--- config.mk ---
export PLATFORM = sky130hd
export DESIGN_NAME = sdram_burst_arbiter
export DESIGN_NICKNAME = d
export VERILOG_FILES = /design/src/rtl/sdram_burst_arbiter.sv
export SDC_FILE = /design/constraint.sdc
export NUM_CORES = 1
export LEC_CHECK = 0
export CORE_ASPECT_RATIO = 1.4
export CORE_MARGIN = 5
export CORE_UTILIZATION = 44
export DETAILED_ROUTE_END_ITERATION = 10
export PLACE_DENSITY = 0.86
export SLEW_MARGIN = 15
export SYNTH_ARGS = -nofsm -noshare
export SYNTH_HDL_FRONTEND = slang
export SYNTH_SLANG_ARGS = --single-unit
--- constraint.sdc ---
create_clock -name clk -period 4.9 [get_ports clk]
set_input_delay 0.49 -clock clk [delete_from_list [all_inputs] [get_ports clk]]
set_output_delay 0.49 -clock clk [all_outputs]
set_load 0.05 [all_outputs]
--- src/rtl/sdram_burst_arbiter.sv ---
// Burst-locked arbiter sharing one SDRAM Avalon-MM port between the VGA reader (priority) and the stream writer.
// States: IDLE arbitrate | VGA_CMD issue read | VGA_DATA collect beats | STRM write beats. `SDRAM_ARB_STATS_EN adds burst counters.
module sdram_burst_arbiter #(
    parameter int AW             = 32,
    parameter int DW             = 32,
    parameter int BCW            = 6,
    parameter int VGA_STREAK_MAX = 8
) (
    input  logic              clk,
    input  logic              rst,
    input  logic [AW-1:0]     vga_address,
    input  logic              vga_read,
    input  logic [BCW-1:0]    vga_burstcount,
    output logic              vga_waitrequest,
    output logic [DW-1:0]     vga_readdata,
    output logic              vga_readdatavalid,
    input  logic [AW-1:0]     strm_address,
    input  logic              strm_write,
    input  logic [DW-1:0]     strm_writedata,
    input  logic [DW/8-1:0]   strm_byteenable,
    input  logic [BCW-1:0]    strm_burstcount,
    output logic              strm_waitrequest,
    output logic [AW-1:0]     sdram_address,
    output logic              sdram_read,
    output logic              sdram_write,
    output logic [DW-1:0]     sdram_writedata,
    output logic [DW/8-1:0]   sdram_byteenable,
    output logic [BCW-1:0]    sdram_burstcount,
    input  logic              sdram_waitrequest,
    input  logic [DW-1:0]     sdram_readdata,
    input  logic              sdram_readdatavalid,
    output logic [1:0]        grant
`ifdef SDRAM_ARB_STATS_EN
    ,
    output logic [15:0]       stat_vga_bursts,
    output logic [15:0]       stat_strm_bursts
`endif
);

    localparam int SW = $clog2(VGA_STREAK_MAX + 1);

    typedef enum logic [1:0] {IDLE, VGA_CMD, VGA_DATA, STRM} state_t;

    state_t            state_q;
    logic [BCW-1:0]    remaining_q;
    logic              strm_first_q;
    logic [SW-1:0]     streak_q;
    logic [1:0]        grant_q;
    logic [AW-1:0]     hold_addr_q;
    logic [DW-1:0]     hold_wdata_q;
    logic [DW/8-1:0]   hold_be_q;
    logic [BCW-1:0]    hold_bc_q;

    logic              streak_full;
    logic              vga_sel;
    logic              vga_acc;
    logic              strm_acc;
    logic              vga_last;
    logic              strm_last;
    logic [BCW-1:0]    vga_bc_d;
    logic [BCW-1:0]    strm_left_d;

    assign streak_full = (streak_q == SW'(VGA_STREAK_MAX));
    assign vga_sel     = vga_read && !(strm_write && streak_full);
    assign vga_acc     = (state_q == VGA_CMD) && vga_read && !sdram_waitrequest;
    assign strm_acc    = (state_q == STRM) && strm_write && !sdram_waitrequest;
    assign vga_bc_d    = (vga_burstcount == '0) ? BCW'(1) : vga_burstcount;

    // First accepted write beat loads the beats still owed after it; later beats count down.
    always_comb begin
        strm_left_d = remaining_q - BCW'(1);
        if (strm_first_q) begin
            strm_left_d = (strm_burstcount == '0) ? '0 : strm_burstcount - BCW'(1);
        end
    end

    assign vga_last  = (state_q == VGA_DATA) && sdram_readdatavalid && (remaining_q == BCW'(1));
    assign strm_last = strm_acc && (strm_left_d == '0);

    assign vga_readdata      = sdram_readdata;
    assign vga_readdatavalid = sdram_readdatavalid;
    assign grant             = grant_q;

    always_comb begin
        sdram_address    = hold_addr_q;
        sdram_writedata  = hold_wdata_q;
        sdram_byteenable = hold_be_q;
        sdram_burstcount = hold_bc_q;
        sdram_read       = 1'b0;
        sdram_write      = 1'b0;
        vga_waitrequest  = 1'b1;
        strm_waitrequest = 1'b1;
        case (state_q)
            VGA_CMD: begin
                sdram_address    = vga_address;
                sdram_byteenable = '1;
                sdram_burstcount = vga_burstcount;
                sdram_read       = vga_read;
                vga_waitrequest  = sdram_waitrequest;
            end
            STRM: begin
                sdram_address    = strm_address;
                sdram_writedata  = strm_writedata;
                sdram_byteenable = strm_byteenable;
                sdram_burstcount = strm_burstcount;
                sdram_write      = strm_write;
                strm_waitrequest = sdram_waitrequest;
            end
            default: ;
        endcase
    end

    always_ff @(posedge clk or posedge rst) begin
        if (rst) begin
            state_q      <= IDLE;
            remaining_q  <= '0;
            strm_first_q <= 1'b0;
            streak_q     <= '0;
            grant_q      <= 2'b00;
            hold_addr_q  <= '0;
            hold_wdata_q <= '0;
            hold_be_q    <= '0;
            hold_bc_q    <= '0;
        end else begin
            if (state_q == VGA_CMD || state_q == STRM) begin
                hold_addr_q  <= sdram_address;
                hold_wdata_q <= sdram_writedata;
                hold_be_q    <= sdram_byteenable;
                hold_bc_q    <= sdram_burstcount;
            end
            case (state_q)
                IDLE: begin
                    if (vga_sel) begin
                        state_q <= VGA_CMD;
                        grant_q <= 2'b01;
                        if (!streak_full) begin
                            streak_q <= streak_q + SW'(1);
                        end
                    end else if (strm_write) begin
                        state_q      <= STRM;
                        grant_q      <= 2'b10;
                        strm_first_q <= 1'b1;
                        streak_q     <= '0;
                    end
                end
                VGA_CMD: begin
                    if (vga_acc) begin
                        remaining_q <= vga_bc_d;
                        state_q     <= VGA_DATA;
                    end
                end
                VGA_DATA: begin
                    if (sdram_readdatavalid) begin
                        remaining_q <= remaining_q - BCW'(1);
                    end
                    if (vga_last) begin
                        state_q <= IDLE;
                        grant_q <= 2'b00;
                    end
                end
                STRM: begin
                    if (strm_acc) begin
                        remaining_q  <= strm_left_d;
                        strm_first_q <= 1'b0;
                    end
                    if (strm_last) begin
                        state_q <= IDLE;
                        grant_q <= 2'b00;
                    end
                end
                default: state_q <= IDLE;
            endcase
        end
    end

`ifdef SDRAM_ARB_STATS_EN
    logic [15:0] stat_vga_q;
    logic [15:0] stat_strm_q;

    always_ff @(posedge clk or posedge rst) begin
        if (rst) begin
            stat_vga_q  <= '0;
            stat_strm_q <= '0;
        end else begin
            if (vga_last) begin
                stat_vga_q <= stat_vga_q + 16'd1;
            end
            if (strm_last) begin
                stat_strm_q <= stat_strm_q + 16'd1;
            end
        end
    end

    assign stat_vga_bursts  = stat_vga_q;
    assign stat_strm_bursts = stat_strm_q;
`endif

endmodule

* Word-level counts from Yosys, hierarchy flattened
Cells that the tools add are included.
Word-level totals: output and inout port bits 113, register bits 89
Cells by class: equal/unequal tests 14, add/subtract/negate cells 3, muxes and demuxes 31, reductions and logical operators 25
Operator list (count):
- case mux 32 bit (2 select lines) | 1
- 2-to-1 mux 6 bit | 6
- 2-to-1 mux 32 bit | 1
- zero test 6 bit | 3
- case mux 6 bit (3 select lines) | 1
- != test 2 bit, second input constant | 8
- AND reduction 4 bit | 4
- 2-to-1 mux 2 bit | 7
- 2-to-1 mux 4 bit | 3
- case mux 6 bit (2 select lines) | 1
- subtractor 6 x 1 -> 6 bit, second input constant | 2
- logical AND 1 bit | 9
- case mux 2 bit (4 select lines) | 1
- case mux 4 bit (2 select lines) | 1
- 2-to-1 mux 1 bit | 7
- equality test 6 x 1 -> 1 bit, second input constant | 1
- case mux 2 bit (3 select lines) | 1
- nonzero test 3 bit | 2
- adder 4 x 1 -> 4 bit, second input constant | 1
- equality test 2 bit, second input constant | 2
- equality test 4 bit, second input constant | 1
- nonzero test 2 bit | 2
- != test 3 bit, second input constant | 1
- AND reduction 3 bit | 1
- other kinds (5) | 6

* Depth between registers and ports, before layout
depth after elaboration 7, mapped depth 8

* Worst setup path after synthesis
No wires, ideal clock.
path kind reg-to-output, from reg state_q[0], to out sdram_burstcount[0], path slack 2.459 ns, arrival time 1.951 ns, stages on the path, launching flop included 5, required time 4.410 ns, cell sequence dfrtp_1 > ha_1 > inv_1 > buf_2 > o21ai_0
Between the ends: word-level cells in the longest chain between the ends 2, elaborated cells between the ends (all ways) 3, those cells by class 2 x eq/ne; 1 x mux
RTL lines:
- start, declared | line 44 | state_t state_q;
- start signal, assigned | line 115 | state_q <= IDLE;
- start signal, assigned | line 134 | state_q <= VGA_CMD;
- start signal, assigned | line 140 | state_q <= STRM;
- equality test 2 bit / equality test 2 x 1 -> 1 bit (equally long branches) | line 93 | case (state_q)
- case mux 6 bit (2 select lines) * | line 93
- end, declared | line 28 | output logic [BCW-1:0] sdram_burstcount,
Every way passes the cells marked *; elsewhere a longest branch is shown, timed or not.

* Final worst setup path
from reg state_q[0], to out sdram_writedata[27]
Between the ends: word-level cells in the longest chain between the ends 2
RTL lines:
- equality test 2 bit | line 93
- 2-to-1 mux 32 bit | line 93
- end, declared | line 26 | output logic [DW-1:0] sdram_writedata,
Every way passes these cells.

==> metrics.md <==
| Metric | Value |
|---|---|
| Final Hold Fails | `0` |
| Hold-fix buffers, CTS | `0` |
| Hpwl dp | `roughly 11 mm` |
| Final layout net count | `838` |
| #FFs+latches synth | `89` |
| Area leader, netlist | `dfrtp_1` |
| Commonest cells after routing, fill and taps aside | `198 x clkdlybuf4s50_1, 128 x nand2_1, 89 x dfrtp_1, 65 x mux2_2, 41 x a22oi_1` |
| Endpoint, Worst Hold | `hold_bc_q[3]` |
| Worst setup SP type | `flop` |
| Met1 usage | `between 20% and 30%` |
| Height of the die | `~140 um` |
| Final Skew | `0.007698 ns` |
| Max FO, Critical Path | `a little under 80` |
| Clock root buffer | `clkbuf_16` |
| Chip Width | `100.9 um` |
| Crit path DAT | `about 3.3 ns` |
| RSZ-0062 raised after global routing | `false` |
| Worst-margin pin slew | `just under 0.9 ns` |
| Reg clk slew, reported paths | `0.06 ns` |
| LEAKAGE | `3.169 nW` |
| Area growth syn-to-layout | `41.17%` |
| Slew Viols, Final | `0` |
| Total power | `0.006300 W` |
| Reg2reg start | `state_q[0]` |
| Vias | `4499` |
| Hold Crit Start | `hold_bc_q[3]` |
| CP delay by family, top | `buffers and inverters` |
| Core area | `0.01134 mm^2` |
| RR Endpoint | `state_q[0]` |
| Max stage delay on crit path | `0.73 ns` |
| H-tree levels | `3` |
| FF-to-FF setup slack | `between 1.5 and 2 ns` |
| Worst slew margin relative to its limit | `41.81%` |
| Slowest CP cell | `ha_4` |
| Cells along the critical path | `ha_4 -> buf_4 -> mux2_2 -> clkdlybuf4s50_1` |
| # diodes | `0` |
| Pin count of the biggest net entering global routing | `78` |
| Cell total after placement | `810` |
| Die area | `0.01385 mm^2` |
| Drt wl/cell | `approximately 18 um` |
| Hold depth | `2` |
| Critical Path Stages | `4` |
| Post-layout min period | `3.748 ns` |
| Top Ports | `263` |
| Outcome | `finished clean` |
| Skew-Pair Late Insertion Delay | `0.34 ns` |
| Num CTS Buffers | `9` |
| Worst Path Buf+Inv | `2` |
| Aggregate global-route resource usage | `just over 20%` |
| Avg Vias per Cell | `around 5.4` |
| Min-Delay Path Class | `reg -> reg` |
| RePlAce Congestion | `0.9614` |
| Req. time, crit path | `4.41 ns` |
| Cells after Synth | `roughly 520` |
| Maximum vdd drop | `approximately 0.00053 V` |
| Synth warn | `0` |
| Yosys top cell area share | `43.76%` |
| CP Capture Type | `primary output` |
| Final period util | `76.50%` |
| Met3 Usage GRT | `4.154%` |
| Cells on worst reg2reg path | `8` |
| CTS tree | `done` |
| Fin area | `~0.007 mm^2` |
| Post-CTS setup buffer count | `0` |
| GR Overflow Total | `0` |
| Buffers on Ports | `198` |
| Initial DRT Pass Iterations | `5` |
| Power Density | `approximately 880 mW/mm^2` |
| Final Instance Count excl. Fillers | `about 830` |
| Synthesized area per cell | `9.714 um^2` |
| Synth Cell Area | `0.005090 mm^2` |
| Met2 Usage GRT | `between 30% and 40%` |
| Detailed Route Iter0 Violations | `195` |
| Share of cells above drive strength 1 | `between 10% and 20%` |
| Post-synthesis sequential area ratio | `43.76%` |
| CTS max path bufs | `2` |
| Max Clk Rate | `0.2668 GHz` |
| DRC Markers | `0` |
| Setup violations, final | `0` |
| DRT Wirelength | `around 15 mm` |
| Syn nets | `approximately 690` |
| Number of distinct library cells after synthesis | `49` |
| Initial antenna violation count | `0` |
| Routed Antenna Nets | `0` |
| Clock Sinks | `between 80 and 90` |
| Most common cell after layout, fill and taps aside | `clkdlybuf4s50_1` |
| First-pass GRT wire length | `22.90 mm` |
| Total of max-cap violations | `0` |
| Site Rows | `46` |
| Sum Neg Setup Slack | `0 ns` |
| CTS resizes | `0` |
| WS Path Type | `reg -> out` |
| Initial Util | `between 40% and 50%` |
| GRT busiest layer | `met2` |
| Cell Area, Placed | `around 0.0069 mm^2` |
| Via count of the first global-routing pass | `4807` |
| Synth top area cells | `dfrtp_1 44%, mux2_2 14%, nand2_1 9.4%` |
[state kept, by name, summed over array words and instances (netlist names)]
| signal | count |
|---|---|
| streak_q | 4 |
| grant | 2 |
| strm_first_q | 1 |
| hold_bc_q | 6 |
| state_q | 2 |
| remaining_q | 6 |
| hold_wdata_q | 32 |
| hold_be_q | 4 |
| hold_addr_q | 32 |
[cell usage after synthesis (all sizes together)]
| library cell | instances |
|---|---|
| nand4 | 3 |
| clkbuf | 20 |
| a2bb2oi | 2 |
| mux2i | 2 |
| a21oi | 5 |
| mux2 | 65 |
| inv | 17 |
| o21ai | 18 |
| and2 | 5 |
| nand2 | 128 |
| a222oi | 1 |
| nor2 | 19 |
| a32o | 1 |
| ha | 11 |
| nor3 | 6 |
| a2111o | 1 |
| nor4 | 1 |
| a31o | 1 |
| o31ai | 2 |
| or3 | 2 |
| nor2b | 3 |
| nand3b | 2 |
| o22ai | 3 |
| or4 | 2 |
| a22oi | 41 |
| a311o | 1 |
| a31oi | 5 |
| nand2b | 1 |
| dfrtp | 89 |
| and3 | 2 |
| xnor2 | 4 |
| o41ai | 2 |
| a21boi | 1 |
| a211oi | 1 |
| a22o | 1 |
| buf | 40 |
| nand3 | 3 |
| and2b | 1 |
| a211o | 8 |
| xor2 | 3 |
| bufbuf | 1 |
[kinds of logic after synthesis]
kind of cell / after synthesis / synth area share [%]
xor+xnor: 7 / 1.205
buf+inv: 78 / 9.390
flops: 89 / 43.76
compound gates: 94 / 13.20
simple gates: 178 / 14.97
mux: 67 / 14.77
fa+ha+maj: 11 / 2.704
[cell type report]
type,instances,area (um^2)
clock inverter,2,37.54
inverter,17,65.06
timing repair buffer,203,2019
sequential,89,2227
fill,876,4153
multi-input combinational,357,2402
clock buffer,14,254.0
tap,144,180.2
[through the flow]
stage          hold WS (ns)  util (%)  worst slack (ns)
2_1_floorplan        0.4325         -             2.103
3_3_place_gp         0.4458     60.80             1.639
3_5_place_dp         0.4581     60.80             1.535
4_1_cts              0.4722     63.37             1.161
5_1_grt              0.4773     63.37             1.013
6_report             0.4675     63.37             1.152
[report_power, final]
group,internal [W],switching (W)
clock network,0.000410,0.000266
logic,0.00154,0.00278
registers,0.00110,0.000196
total,0.00306,0.00324
[how the worst max path moves through the flow]
stage | from | end
finish | state_q[0] | sdram_writedata[27]
global route | state_q[0] | sdram_writedata[27]
CTS | state_q[0] | sdram_writedata[27]
detailed placement | state_q[0] | sdram_writedata[27]
global placement | state_q[0] | sdram_writedata[12]
floorplan | rst | grant[0]
[metal layers]
layer,wire (um),vias up
met1,5211,2173
met2,8011,187
met5,0,-
li1,-,2092
met4,580,0
met3,761,47
[tightest hold or removal path, stage by stage, from the launching register on]
cell	delay, ns
dfrtp_1	0.32
nand2_1	0.06
nand2_1	0.06
(Power assumes the default switching activity.)
==> patch: new RTL, same flow settings <==
Add a define of `SDRAM_ARB_STATS_EN`.
--- a/src/rtl/sdram_burst_arbiter.sv
+++ b/src/rtl/sdram_burst_arbiter.sv
@@ -1,5 +1,7 @@
 // Burst-locked arbiter sharing one SDRAM Avalon-MM port between the VGA reader (priority) and the stream writer.
 // States: IDLE arbitrate | VGA_CMD issue read | VGA_DATA collect beats | STRM write beats. `SDRAM_ARB_STATS_EN adds burst counters.
+`define SDRAM_ARB_STATS_EN
+
 module sdram_burst_arbiter #(
     parameter int AW             = 32,
     parameter int DW             = 32,
Behaviour (old outputs only; new: stat_strm_bursts and stat_vga_bursts): unchanged (equiv_simple and equiv_induct, registers matched by name and starting in step).
==> patch against the unedited design <==
Final cell count rose by 24%; global-route usage rose by 0.11 points; die area rose by 24%; sequential cell count rose by 32; hold slack improved by 3.2 ps; routed wire length rose by 24%; area after synthesis rose by 27%; total power rose by 16%; worst setup slack got worse by 91 ps; cell area rose by 30%; critical path type unchanged; largest cell class is now flip-flops and latches; largest power group unchanged.
==> patch: results (changes against the unedited design) <==
H-tree levels=4 (was 3); vias in the first global route=5482 (was 4807); Post-Synth Adder-Cell Area=0.0233 (was 0.0270); mux cell area share after synthesis=0.126 (was 0.148); cts bufs inserted=17 (was 9); GRT Util Overall=0.209 (was 0.208); critical path fanouts, max=89 (was 77); dpl cells=991 (was 810); initial drt markers=375 (was 195); Area contributors post-synth=dfrtp_1 (47%), mux2_2 (12%), nand2_1 (7.7%), a22oi_1 (4.7%), buf_4 (3.8%) (was dfrtp_1 (44%), mux2_2 (14%), nand2_1 (9.4%), a22oi_1 (6.0%), buf_4 (5.0%)); post-DR vias/cell=5.25 (was 5.45); Post-Synth XOR/XNOR Area=0.0476 (was 0.0120); largest net degree at the start of global routing=90 (was 78); synthesized instance count=631 (was 524); Synthesized Nets=793 (was 685); Critical Path AT=3350 ps (was 3260 ps); share of cells above drive strength 1=0.139 (about the same); # nets final=983 (was 838); compound-cell area share of the yosys netlist=0.114 (was 0.132); Post-DP Area=8680 um2 (was 6890 um2); Peak VDD IR=616 uV (was 527 uV); RD Place Congestion=0.864 (was 0.961); synth unique cells=51 (was 49); Clock Latency Late Sink=410 ps (was 340 ps); Slew @ Worst Pin=1040 ps (was 872 ps); LEAKAGE=0.00414 uW (was 0.00317 uW); status=completed (unchanged); post-DP HPWL=13100 um (was 11200 um); per-cell routed wire length=17.7 um (was 17.6 um); sequential share of the synthesized area=0.470 (was 0.438)
[patch: changes by cell type in the layout (fill, tap and decap cells not counted), moves of 4 or more]
cell,unedited run,this run
xor2_1,3,8
nand2b_1,0,4
nand2_1,128,133
a21oi_1,5,9
clkdlybuf4s50_1,198,230
and3_1,2,13
nand3_1,3,11
xnor2_1,4,27
clkbuf_1,4,0
dfrtp_1,89,121
nand4_1,3,7
clkbuf_16,9,17
inv_1,16,12
[patch: power groups by stage]
stage | logic [uW] | registers (uW) | clock network, uW
after floorplan | 3130 | 1570 | 0
after global routing | 4670 | 1630 | 1410
final | 4420 | 1580 | 1340
after detailed placement | 4430 | 1590 | 0
after global placement | 4380 | 1570 | 0
after CTS | 4460 | 1580 | 1370
[patch: logic make-up after synthesis]
logic type               Yosys count
XOR/XNOR                          35
flip-flops                       121
AND/OR/NAND/NOR                  216
multiplexers                      72
adder cells (fa/ha/maj)           12
AO/OA/AOI/OAI                     97
buffers and inverters             78
[patch: final timing paths]
check | slack, ps | end | cells after the start | from
worst max-delay path | 1060 | sdram_byteenable[1] | 5 | state_q[0]
worst min-delay path | 470 | hold_addr_q[24] | 2 | hold_addr_q[24]
worst max register to register | 2070 | grant[0] | 8 | remaining_q[0]
worst min register to register | 470 | hold_addr_q[24] | 2 | hold_addr_q[24]
max in group asynchronous | 3520 | stat_strm_bursts[13] | 3 | rst
min in group asynchronous | 550 | hold_wdata_q[6] | 2 | rst
[patch: through the flow]
stage,total power [uW],utilization,worst slack [ps]
final,7330,0.645,1060
after global routing,7710,0.645,843
after detailed placement,6020,0.601,1500
after floorplan,4700,-,1200
after global placement,5950,0.601,1530
after CTS,7400,0.645,1020
[patch: worst max-delay path, cell delays in order, from the launching register on]
cell and delay (ps):
dfrtp_1 440, ha_4 390, buf_4 800, and2_1 270
a211o_1 130, clkdlybuf4s50_1 810
[patch: cell type report]
type                            count  area, um2
Multi-Input combinational cell    432       3010
Sequential cell                   121       3030
Tap cell                          189        236
Clock buffer                       18        439
Clock inverter                     14        196
Fill cell                        1166       5130
Timing Repair Buffer              235       2350
Inverter                           14       55.1
[patch: layer usage]
layer	track usage	wire length, um	up-vias
li1	-	-	2549
met1	0.237	6800	2569
met2	0.352	9340	210
met3	0.0752	1490	39
met4	0.0928	481	0
met5	0	0	-
